===== src/rtl/fc_classifier.sv =====
// Fully-connected classifier: multiplies a latched vector of pooled pixels
// against a register-file weight matrix one product per cycle, then reports
// the class with the highest saturated, shifted score.
module fc_classifier #(
  parameter int N_IN  = 4,
  parameter int N_OUT = 4,
  parameter int DW    = 8,
  parameter int WW    = 8,
  parameter int SHIFT = 4,
  localparam int NW   = N_IN * N_OUT,
  localparam int WAW  = (NW > 1) ? $clog2(NW) : 1,
  localparam int CW   = (N_OUT > 1) ? $clog2(N_OUT) : 1
) (
  input  logic                 clk,
  input  logic                 rst_n,
  input  logic                 w_we,
  input  logic [WAW-1:0]       w_addr,
  input  logic [WW-1:0]        w_data,
  input  logic                 in_valid,
  output logic                 in_ready,
  input  logic [N_IN*DW-1:0]   in_pixels,
  output logic                 out_valid,
  input  logic                 out_ready,
  output logic [CW-1:0]        out_class,
  output logic [DW-1:0]        out_score
);

  localparam int PW  = DW + WW + 1;
  localparam int AW  = PW + $clog2(N_IN);
  localparam int PXW = (N_IN > 1) ? $clog2(N_IN) : 1;
  localparam logic signed [AW-1:0] SMAX = AW'((2 ** (DW - 1)) - 1);
  localparam logic signed [AW-1:0] SMIN = ~SMAX;
  localparam logic [WAW:0]         WLIM = (WAW + 1)'(NW);

  typedef enum logic [1:0] {IDLE, MAC, OUT} state_t;

  state_t                  state_reg, state_next;
  logic signed [WW-1:0]    weight_reg [NW];
  logic [N_IN*DW-1:0]      pixels_reg;
  logic [DW-1:0]           pix_arr [N_IN];
  logic [PXW-1:0]          pix_reg;
  logic [CW-1:0]           cls_reg;
  logic signed [AW-1:0]    acc_reg;
  logic signed [DW-1:0]    best_score_reg;
  logic [CW-1:0]           best_class_reg;

  logic                    w_ok;
  logic [WAW-1:0]          widx;
  logic signed [WW-1:0]    cur_w;
  logic signed [PW-1:0]    pix_s, w_s, product;
  logic signed [AW-1:0]    sum, shifted;
  logic signed [DW-1:0]    score;
  logic                    last_pix, last_cls, better;

  // Unpack the latched pixel word so the MAC can index it by pixel counter
  for (genvar gi = 0; gi < N_IN; gi++) begin : g_unpack
    assign pix_arr[gi] = pixels_reg[gi*DW +: DW];
  end

  // Weights are writable only while idle, and only inside the matrix
  assign w_ok = w_we && (state_reg == IDLE) && ({1'b0, w_addr} < WLIM);

  // Current product, running sum, and saturated score for the class in flight
  always_comb begin
    widx     = WAW'(int'(cls_reg) * N_IN + int'(pix_reg));
    cur_w    = weight_reg[widx];
    pix_s    = signed'({{(PW-DW){1'b0}}, pix_arr[pix_reg]});
    w_s      = PW'(cur_w);
    product  = pix_s * w_s;
    sum      = acc_reg + AW'(product);
    shifted  = sum >>> SHIFT;
    if (shifted > SMAX)
      score = DW'(SMAX);
    else if (shifted < SMIN)
      score = DW'(SMIN);
    else
      score = DW'(shifted);
    better   = score > best_score_reg;
    last_pix = pix_reg == PXW'(N_IN - 1);
    last_cls = cls_reg == CW'(N_OUT - 1);
  end

  // Weight register file, cleared by reset
  always_ff @(posedge clk or negedge rst_n) begin
    if (!rst_n) begin
      for (int i = 0; i < NW; i++) weight_reg[i] <= '0;
    end else if (w_ok) begin
      weight_reg[w_addr] <= w_data;
    end
  end

  // State register
  always_ff @(posedge clk or negedge rst_n) begin
    if (!rst_n) state_reg <= IDLE;
    else        state_reg <= state_next;
  end

  // Next-state logic
  always_comb begin
    state_next = state_reg;
    case (state_reg)
      IDLE:    if (in_valid)             state_next = MAC;
      MAC:     if (last_pix && last_cls) state_next = OUT;
      OUT:     if (out_ready)            state_next = IDLE;
      default:                           state_next = IDLE;
    endcase
  end

  // Handshake outputs decoded from state
  always_comb begin
    in_ready  = (state_reg == IDLE);
    out_valid = (state_reg == OUT);
  end

  assign out_class = best_class_reg;
  assign out_score = best_score_reg;

  // Datapath: latch vector, step counters, accumulate, track best class
  always_ff @(posedge clk or negedge rst_n) begin
    if (!rst_n) begin
      pixels_reg     <= '0;
      pix_reg        <= '0;
      cls_reg        <= '0;
      acc_reg        <= '0;
      best_score_reg <= '0;
      best_class_reg <= '0;
    end else begin
      case (state_reg)
        IDLE: begin
          if (in_valid) begin
            pixels_reg     <= in_pixels;
            pix_reg        <= '0;
            cls_reg        <= '0;
            acc_reg        <= '0;
            best_score_reg <= DW'(SMIN);
            best_class_reg <= '0;
          end
        end
        MAC: begin
          if (last_pix) begin
            acc_reg <= '0;
            pix_reg <= '0;
            cls_reg <= cls_reg + 1'b1;
            if (better) begin
              best_score_reg <= score;
              best_class_reg <= cls_reg;
            end
          end else begin
            acc_reg <= sum;
            pix_reg <= pix_reg + 1'b1;
          end
        end
        default: ;
      endcase
    end
  end

endmodule


===== config.mk =====
export PLATFORM = sky130hd
export DESIGN_NAME = fc_classifier
export DESIGN_NICKNAME = d
export VERILOG_FILES = /design/src/rtl/fc_classifier.sv
export SDC_FILE = /design/constraint.sdc
export NUM_CORES = 1
export LEC_CHECK = 0
export CAP_MARGIN = 10
export CORE_ASPECT_RATIO = 0.7
export CORE_MARGIN = 3
export CORE_UTILIZATION = 40
export CTS_BUF_LIST = sky130_fd_sc_hd__clkbuf_16
export DETAILED_ROUTE_END_ITERATION = 10
export PLACE_DENSITY = 0.66
export SLEW_MARGIN = 20
export SYNTH_ARGS = -nofsm -noshare
export SYNTH_HDL_FRONTEND = slang
export SYNTH_SLANG_ARGS = --single-unit

===== constraint.sdc =====
create_clock -name clk -period 12.6 [get_ports clk]
set_input_delay 3.78 -clock clk [delete_from_list [all_inputs] [get_ports clk]]
set_output_delay 3.78 -clock clk [all_outputs]
set_load 0.01 [all_outputs]

==> results.md, run 1 <==
* Status: finished, final reports clean
* Worst-skew pair later-pin latency at 450 ps
* Rel. slew slack at 0.332
* Synth unique cells at between 60 and 70
* DIE AREA at 31800 sq um
* Ant. Diodes at 0
* Post-layout util at 0.461
* Synth warnings at 0
* Area of the mapped netlist at roughly 12000 sq um
* Highest net fanout along the worst path at 25
* Fin nets at 1222
* Crit path from: pix_reg[0]
* Hold Path Stages at 2
* Largest net degree at the start of global routing at 70
* Remaining Overflow, GRT at 0
* RSZ-0062 raised after global routing: no
* Avg Inst Size Synth at between 10 and 15 sq um
* FFs w/ async S/R, synth at 1.00
* Via density at about 5.5
* Post-route minimum period at 9880 ps
* Routed Wire Length at 29700 um
* CTS Hold Bufs at 0
* Least-Margin Pin Slew at 996 ps
* Dominant cells by area after synthesis: dfrtp_1, mux2_2, fa_1
* Critical path arrival at 10240 ps
* FF+latch count, synth at 195
* Vias in the first global route at 7934
* Critical Path Start Type: register
* Seq/Total Area, Yosys at 0.411
* Initial Utilization at 0.408
* Num CTS Buffers at 17
* Final hold vios at 0
* Yosys top cell area share at 0.411
* Clk buf depth at 2
* Number of port buffers at 60
* Antenna violations before repair at 1
* Largest area contributor in the synthesized netlist: dfrtp_1
* CP max stage delay at 920 ps
* CP max-delay cell: dfrtp_2
* PostCTS Resize Cnt at 0
* Antenna Nets Post-Route at 0
* Cell Rows at 52
* # IOs at 61
* Worst r2r src: pix_reg[0]
* CTS tree: done
* Post-CTS Setup Inserts at 0
* Fin. max-slew vios at 0
* Die Width at 212 um
* First-pass GRT wire length at 47000 um
* Mapped Nets at 1174
* Vias at 7940
* Setup_tns at 0 ps
* Crit share post-route at 0.784
* CP most frequent cell: fa_1
* CTS Root Cell: clkbuf_16
* Number of synthesized flops with an enable pin at 0
* Die Ht at 150 um
* WHS at 477 ps
* Wire length per cell at just over 20 um
* GRT Total Usage at 0.194
* Predominant post-synthesis flop cell: dfrtp_1
* # H-tree levels at 4
* Setup CP Type: reg2reg
* FF-to-FF path depth at 28
* CP required at around 13000 ps
* GPL Wtd Cong at approximately 0.94
* Initial detailed-routing violation count at 635
* Syn Inst Count at 1008
* Pre-antenna DRT Iters at 4
* Final Setup Violations at 0
* Max Cap Viol at 0
* Achievable frequency at 0.101 GHz
* Clock Skew at 10.7 ps
* Hold path startpoint: pixels_reg[29]
* Hold Crit Class: reg2reg
* Core area at 29100 sq um
* DRC at 0
* Area Growth Syn to Fin at 12.8%
* Clock sink count at a little under 200
* Layout cell share with drive strength beyond 1 at 0.202
* Detail Placement HPWL at 22000 um
* Reg clk slew, reported paths at 70 ps
* Max reg flops at 128
* CP Capture Type: register
-- layer usage --
layer	GRT usage	vias up	wire length [um]
met2	0.248	246	11700
met5	0	-	0
met4	0.0388	0	248
met3	0.0644	20	2700
met1	0.313	4082	15000
li1	-	3592	-
-- critical path: cells and delay by family, from the launching register on --
family	cells	cell delay [ps]
AO/OA/AOI/OAI	8	2010
adder cells (fa/ha/maj)	7	3170
buffers and inverters	4	820
multiplexers	2	1210
AND/OR/NAND/NOR	6	1250
XOR/XNOR	1	400
flip-flops	1	920
-- placed cells by master (no fill, tap or decap), types with 3 or more instances in the layout --
| cell | count |
|---|---|
| nand3b_1 | 4 |
| nor2b_1 | 7 |
| mux4_1 | 8 |
| o211ai_1 | 6 |
| fa_1 | 51 |
| o21ai_0 | 26 |
| dfrtp_1 | 193 |
| xor2_1 | 4 |
| mux2_2 | 128 |
| xnor2_1 | 7 |
| nor2_1 | 25 |
| nand2_1 | 169 |
| nor3b_1 | 3 |
| o21a_1 | 4 |
| clkdlybuf4s50_1 | 59 |
| mux4_2 | 39 |
| nand3_1 | 8 |
| and2_1 | 38 |
| a32oi_1 | 7 |
| clkinv_1 | 3 |
| buf_4 | 9 |
| inv_1 | 87 |
| a21o_1 | 6 |
| nand2b_1 | 4 |
| clkbuf_16 | 17 |
| ha_1 | 66 |
| or2_2 | 3 |
| clkinv_2 | 3 |
| nand4_1 | 3 |
| a21oi_1 | 25 |
| nor4_1 | 3 |
| nor3_1 | 5 |
-- per-stage QoR --
step / instances / setup slack, ps / area [sq um]
CTS: 1446 / 2450 / 13400
global placement: 1415 / 2620 / 12800
global route: 1446 / 2000 / 13400
finish: 1446 / 2720 / 13400
detailed placement: 1415 / 2540 / 12800
floorplan: 1008 / 3840 / 11900
-- cell usage after synthesis (all sizes together) (4+ instances only) --
library cell / n
dfrtp: 195
nand2: 169
mux2: 129
inv: 84
ha: 66
fa: 51
mux4: 47
and2: 38
clkbuf: 30
o21ai: 28
a21oi: 25
nor2: 25
buf: 10
xnor2: 9
nand3: 8
a32oi: 7
nor2b: 7
nor3: 7
a21o: 6
o211ai: 6
nand2b: 4
nand3b: 4
o21a: 4
xor2: 4
-- final cells by class --
cell class / count / area (sq um)
fillers: 2586 / 15700
multi-input cells: 689 / 6510
well taps: 378 / 473
inverters: 84 / 315
repair buffers: 69 / 672
flip-flops and latches: 195 / 4880
clock inverters: 14 / 123
clock buffers: 17 / 425
-- cell families (layout without fill, tap and decap cells) --
group / after synthesis / count (layout) / share of synthesized area
XOR/XNOR: 13 / 13 / 0.0118
flip-flops: 195 / 195 / 0.411
AND/OR/NAND/NOR: 281 / 281 / 0.108
adder cells (fa/ha/maj): 117 / 117 / 0.155
multiplexers: 178 / 178 / 0.216
buffers and inverters: 124 / 184 / 0.0416
AO/OA/AOI/OAI: 100 / 100 / 0.0564
-- path summary, 6_finish.rpt --
| check | endpoint | slack (ps) |
|---|---|---|
| max | out_score[6] | 2720 |
| min | pixels_reg[29] | 480 |
| max reg2reg | out_score[6] | 2720 |
| min reg2reg | pixels_reg[29] | 480 |
| max in group asynchronous | pix_reg[1] | 7200 |
| min in group asynchronous | pixels_reg[23] | 3290 |
Power of run 1 is left out: the tool's default activity adds up to more than one toggle a clock period on the data nets, which glitch-free logic cannot reach.
==> run 2: changes to the inputs <==
==> constraint.sdc (replaced) <==
create_clock -name clk -period 10 [get_ports clk]
set_input_delay 3 -clock clk [delete_from_list [all_inputs] [get_ports clk]]
set_output_delay 3 -clock clk [all_outputs]
set_load 0.01 [all_outputs]
==> run 2 against run 1 <==
Net effect:
- utilization is 0.073 points higher
- highest routed layer unchanged
- non-clock buffer count is 1 higher
- critical endpoint unchanged
- final cell count is 0.14% higher
==> results.md, run 2 (synthesized netlist as in run 1, its figures left out) <==
* Vias at 7919 (-0.26%)
* Rel. slew slack at 0.294 (-0.0378)
* Least-Margin Pin Slew at 1050 ps (+58.3 ps)
* CTS Hold Bufs at 0 (unchanged)
* Clock Skew at 11.7 ps (+0.981 ps)
* PostCTS Resize Cnt at 0 (unchanged)
* Cell Rows at 52 (unchanged)
* Largest net degree at the start of global routing at 90 (+29%)
* Worst-skew pair later-pin latency at 450 ps (about the same)
* Commonest non-fill, non-tap cell in the layout: dfrtp_1
* # IOs at 61 (unchanged)
* Remaining Overflow, GRT at 0 (unchanged)
* Status: finished, final reports clean
* Final Cell Area at 13400 sq um (+0.16%)
* Core area at 29100 sq um (unchanged)
* GPL Wtd Cong at 0.876 (-7.1%)
* Clk buf depth at 2 (unchanged)
* Number of port buffers at 60 (unchanged)
* CP Capture Type: register
* Area Growth Syn to Fin at 13.0%
* Die Width at 212 um (unchanged)
* CP max-delay cell: dfrtp_2
* RSZ-0062 raised after global routing: no
* Via density at 5.47 (-0.40%)
* Setup CP Type: reg2reg
* Initial detailed-routing violation count at 710 (+12%)
* Antenna violations before repair at 1 (unchanged)
* CP most frequent cell: fa_1
* Ant. Diodes at 0 (unchanged)
* Final hold vios at 0 (unchanged)
* Post-CTS Setup Inserts at 0 (unchanged)
* CP required at 10370 ps (-2590 ps)
* Crit share post-route at 0.917 (+0.133)
* Vias in the first global route at 7830 (-1.3%)
* Critical Path Start Type: register
* Antenna Nets Post-Route at 0 (unchanged)
* DRC at 0 (unchanged)
* Placed cell area at 12900 sq um (about the same)
* Setup_tns at 0 ps (unchanged)
* Post-Layout Cell Count at 1448 (+0.14%)
* # H-tree levels at 4 (unchanged)
* Routed Wire Length at 28900 um (-2.7%)
* Die Ht at 150 um (unchanged)
* Layout cell share with drive strength beyond 1 at 0.209 (+0.00710)
* Fillers at 2629 (+1.7%)
* Fin. max-slew vios at 0 (unchanged)
* Max Cap Viol at 0 (unchanged)
* Reg clk slew, reported paths at 80 ps (about the same)
* CP max stage delay at 870 ps (-50 ps)
* First-pass GRT wire length at 46000 um (-2.0%)
* Num CTS Buffers at 17 (unchanged)
* Final Setup Violations at 0 (unchanged)
* GRT Total Usage at 0.191 (-0.00280)
* Clock sink count at 195 (unchanged)
* WHS at 478 ps (+0.935 ps)
* CTS Root Cell: clkbuf_16
* Critical path arrival at 9540 ps (-700 ps)
* Pre-antenna DRT Iters at 5 (+1)
* Register area at 4880 sq um (unchanged)
* Hold Crit Class: reg2reg
* CP bufs+invs at 3 (-1)
* Detail Placement HPWL at 20900 um (-5.2%)
* Wire length per cell at 19.9 um (-2.8%)
* Placed cells at 1416 (+0.071%)
* Initial Utilization at 0.408 (unchanged)
* Fin nets at 1223 (+0.082%)
* CP delay by family, top: adder cells
* CTS tree: done
* Max reg flops at 128 (unchanged)
* Highest net fanout along the worst path at 24 (-4.0%)
* Multi-input combinational cell area at 6500 sq um (about the same)
* DIE AREA at 31800 sq um (unchanged)
* Commonest non-fill, non-tap cells in the layout: dfrtp_1, nand2_1, mux2_2
* Post-route minimum period at 9170 ps (-712 ps)
* Achievable frequency at 0.109 GHz (+7.8%)
run 2: tightest hold or removal path, cell delays in order, from the launching register on:
cell and delay, ps:
dfrtp_1 340, nand2_1 50, nand2_1 60
run 2: layer usage:
layer | routed length [um] | share of wire | GRT usage
met1 | 15000 | 0.52 | 0.313
met2 | 11600 | 0.40 | 0.254
met4 | 225 | 0.0078 | 0.0361
met5 | 0 | 0 | 0
met3 | 1990 | 0.069 | 0.0473
run 2: worst paths after layout:
check                           cells after the start      startpoint  slack (ps)               to
worst max-delay path                               27      pix_reg[0]         830     out_score[6]
worst min-delay path                                2  pixels_reg[19]         480   pixels_reg[19]
worst max register to register                     27      pix_reg[0]         830     out_score[6]
worst min register to register                      2  pixels_reg[19]         480   pixels_reg[19]
max in group asynchronous                           2           rst_n        6040  weight_reg[121]
min in group asynchronous                           1           rst_n        2610   pixels_reg[23]
run 2: metrics by stage:
stage,worst slack [ps],utilization
4_1_cts,829,0.462
3_5_place_dp,907,0.442
5_1_grt,196,0.462
2_1_floorplan,1240,-
6_report,832,0.462
3_3_place_gp,1010,0.442
run 2: cell type report:
| type | instances | share of cell area |
|---|---|---|
| inverter | 84 | 0.0235 |
| tap | 378 | 0.0352 |
| sequential | 195 | 0.364 |
| clock buffer | 17 | 0.0317 |
| multi-input combinational | 689 | 0.485 |
| clock inverter | 15 | 0.0106 |
| timing repair buffer | 70 | 0.0506 |
Power of run 2 is left out for the same reason.
==> run 3: changes to the inputs <==
--- a/config.mk
+++ b/config.mk
@@ -5,6 +5,7 @@
 export SDC_FILE = /design/constraint.sdc
 export NUM_CORES = 1
 export LEC_CHECK = 0
+export ABC_AREA = 1
 export CAP_MARGIN = 10
 export CORE_ASPECT_RATIO = 0.7
 export CORE_MARGIN = 3
==> run 3 against run 2 <==
Net effect:
- area after synthesis increased by 0.27%
- via count rose by 25%
- final area decreased by 0.27%
- clock skew down 0.63 ps
- synthesized cell count increased by 43%
- sequential share of layout area up 0.089 points
- setup slack better by 520 ps
- final cell count increased by 28%
- flip-flop and latch count stayed put
- hold slack better by 4.5 ps
==> results.md, run 3 <==
* Status: finished, final reports clean
* FFs w/ async S/R, synth at 1.00 (unchanged)
* Yosys top cell area share at 0.410 (-0.00112)
* Core area at 29100 sq um (unchanged)
* Via density at 5.31 (-3.0%)
* Vias in the first global route at 9387 (+20%)
* Commonest non-fill, non-tap cells in the layout: nand2_1, o21ai_0, dfrtp_1
* First-pass GRT wire length at 52500 um (+14%)
* Ant. Diodes at 0 (unchanged)
* FF+latch count, synth at 195 (unchanged)
* Post-Synth XOR/XNOR Area at 0.00662 (-0.00518)
* Wire length per cell at 17.6 um (-12%)
* Largest net degree at the start of global routing at 85 (-5.6%)
* Pre-antenna DRT Iters at 5 (unchanged)
* GPL Wtd Cong at 0.887 (+1.3%)
* Remaining Overflow, GRT at 0 (unchanged)
* Area of the mapped netlist at 11900 sq um (+0.27%)
* Seq/Total Area, Yosys at 0.410 (-0.00112)
* Register area at 4880 sq um (about the same)
* Vias at 9869 (+25%)
* Max reg flops at 128 (unchanged)
* Post-Synth Simple-Gate Area at 0.216 (+0.108)
* PostCTS Resize Cnt at 0 (unchanged)
* Syn Inst Count at 1445 (+43%)
* Cell Rows at 52 (unchanged)
* CP max-delay cell: dfrtp_2
* # H-tree levels at 4 (unchanged)
* Post-synthesis compound-gate area fraction at 0.139 (+0.0828)
* CP bufs+invs at 6 (+3)
* Die Width at 212 um (+0.13%)
* Detail Placement HPWL at 23200 um (+11%)
* DIE AREA at 31900 sq um (+0.26%)
* Rel. slew slack at 0.334 (+0.0401)
* Adder-cell share of the synthesized area at 0.155 (-0.000425)
* Die Ht at 150 um (+0.13%)
* Synth unique cells at 43 (-31%)
* DRC at 0 (unchanged)
* Final hold vios at 0 (unchanged)
* Num CTS Buffers at 17 (unchanged)
* Largest area contributor in the synthesized netlist: dfrtp_1
* WHS at 483 ps (+4.45 ps)
* Commonest non-fill, non-tap cell in the layout: nand2_1
* Achievable frequency at 0.116 GHz (+6.0%)
* Mapped Nets at 1611 (+37%)
* CP delay by family, top: adder cells
* Antenna Nets Post-Route at 0 (unchanged)
* Cell with the most instances after synthesis: nand2_1
* Clk buf depth at 2 (unchanged)
* Fin. max-slew vios at 0 (unchanged)
* Area Growth Syn to Fin at 12.4%
* Critical Path Start Type: register
* Final Setup Violations at 0 (unchanged)
* Dominant cells by area after synthesis: dfrtp_1, nand2_1, o21ai_0
* Post-CTS Setup Inserts at 0 (unchanged)
* Initial detailed-routing violation count at 892 (+26%)
* Synth warnings at 0 (unchanged)
* Post-synth top cells: nand2_1, o21ai_0, dfrtp_1, inv_1, nor2_1
* Post-synthesis mux area share at 0 (-0.216)
* CP most frequent cell: nand2_1
* CP required at 10340 ps (-30 ps)
* CTS Hold Bufs at 0 (unchanged)
* Highest net fanout along the worst path at 84 (+250%)
* Largest family of logic cells by synthesized area: simple AND/OR/NAND/NOR gates
* Routed Wire Length at 32700 um (+13%)
* CTS tree: done
* Initial Utilization at 0.409 (+0.00112)
* Number of synthesized flops with an enable pin at 0 (unchanged)
* Critical path arrival at 8980 ps (-560 ps)
* Predominant post-synthesis flop cell: dfrtp_1
* Hold Crit Class: reg2reg
* Setup CP Type: reg2reg
* Crit share post-route at 0.865 (-0.0522)
* CTS Root Cell: clkbuf_16
* Multi-input combinational cell area at 6160 sq um (-5.4%)
* Layout cell share with drive strength beyond 1 at 0.0641 (-0.145)
* Fin nets at 1635 (+34%)
* Clock sink count at 195 (unchanged)
* Fillers at 2767 (+5.2%)
* Reg clk slew, reported paths at 70 ps (about the same)
* Antenna violations before repair at 0 (-1)
* RSZ-0062 raised after global routing: no
* Worst-skew pair later-pin latency at 440 ps (about the same)
* Post-route minimum period at 8650 ps (-522 ps)
* # IOs at 61 (unchanged)
* Max Cap Viol at 0 (unchanged)
* Number of port buffers at 60 (unchanged)
* CP Capture Type: register
* Avg Inst Size Synth at 8.24 sq um (-30%)
* Least-Margin Pin Slew at 998 ps (-56.3 ps)
* Clock Skew at 11.1 ps (-0.630 ps)
* Setup_tns at 0 ps (unchanged)
* CP max stage delay at 890 ps (+20 ps)
* GRT Total Usage at 0.212 (+0.0213)
run 3: worst paths after layout:
check,from,end,slack [ps],cells after the start
setup / recovery,pix_reg[0],out_score[7],1350,41
hold / removal,pixels_reg[6],pixels_reg[6],480,2
setup reg to reg,pix_reg[0],out_score[7],1350,41
hold reg to reg,pixels_reg[6],pixels_reg[6],480,2
max in group asynchronous,rst_n,state_reg[1],6140,2
min in group asynchronous,rst_n,weight_reg[62],2560,1
run 3: cells by family (layout without fill, tap and decap cells):
family,Yosys count,after routing
adders and majority gates,117,117
AOI/OAI and AO/OA,291,291
and+or+nand+nor,614,614
DFF,195,195
buffers and inverters,219,256
xor gates and xnor gates,9,9
run 3: per-stage QoR:
| step | cells | area, sq um | utilization | setup slack [ps] |
|---|---|---|---|---|
| 3_5_place_dp | 1828 | 12800 | 0.439 | 1600 |
| 5_1_grt | 1860 | 13400 | 0.460 | 671 |
| 4_1_cts | 1860 | 13400 | 0.460 | 1520 |
| 3_3_place_gp | 1828 | 12800 | 0.439 | 1630 |
| 6_report | 1860 | 13400 | 0.460 | 1350 |
| 2_1_floorplan | 1445 | 11900 | - | 3100 |
run 3: per-layer routing:
metal	up-vias	global-route usage	routed length (um)
met2	364	0.290	13100
met4	0	0.0538	529
met5	-	0	0
li1	4751	-	-
met3	35	0.0481	2560
met1	4719	0.336	16500
run 3: worst reg2reg max path: cells and delay by family, from the launching register on:
| family | cells | cell delay (ps) |
|---|---|---|
| DFF | 1 | 890 |
| AOI/OAI and AO/OA | 8 | 1530 |
| adders and majority gates | 7 | 3150 |
| and+or+nand+nor | 20 | 2070 |
| buffers and inverters | 6 | 920 |
run 3: cell type report:
| cell class | instances | area share |
|---|---|---|
| multi-input cells | 1031 | 0.460 |
| inverters | 155 | 0.0436 |
| repair buffers | 69 | 0.0502 |
| flip-flops and latches | 195 | 0.365 |
| clock inverters | 15 | 0.0146 |
| clock buffers | 17 | 0.0318 |
| well taps | 378 | 0.0353 |
Power of run 3 is left out for the same reason.
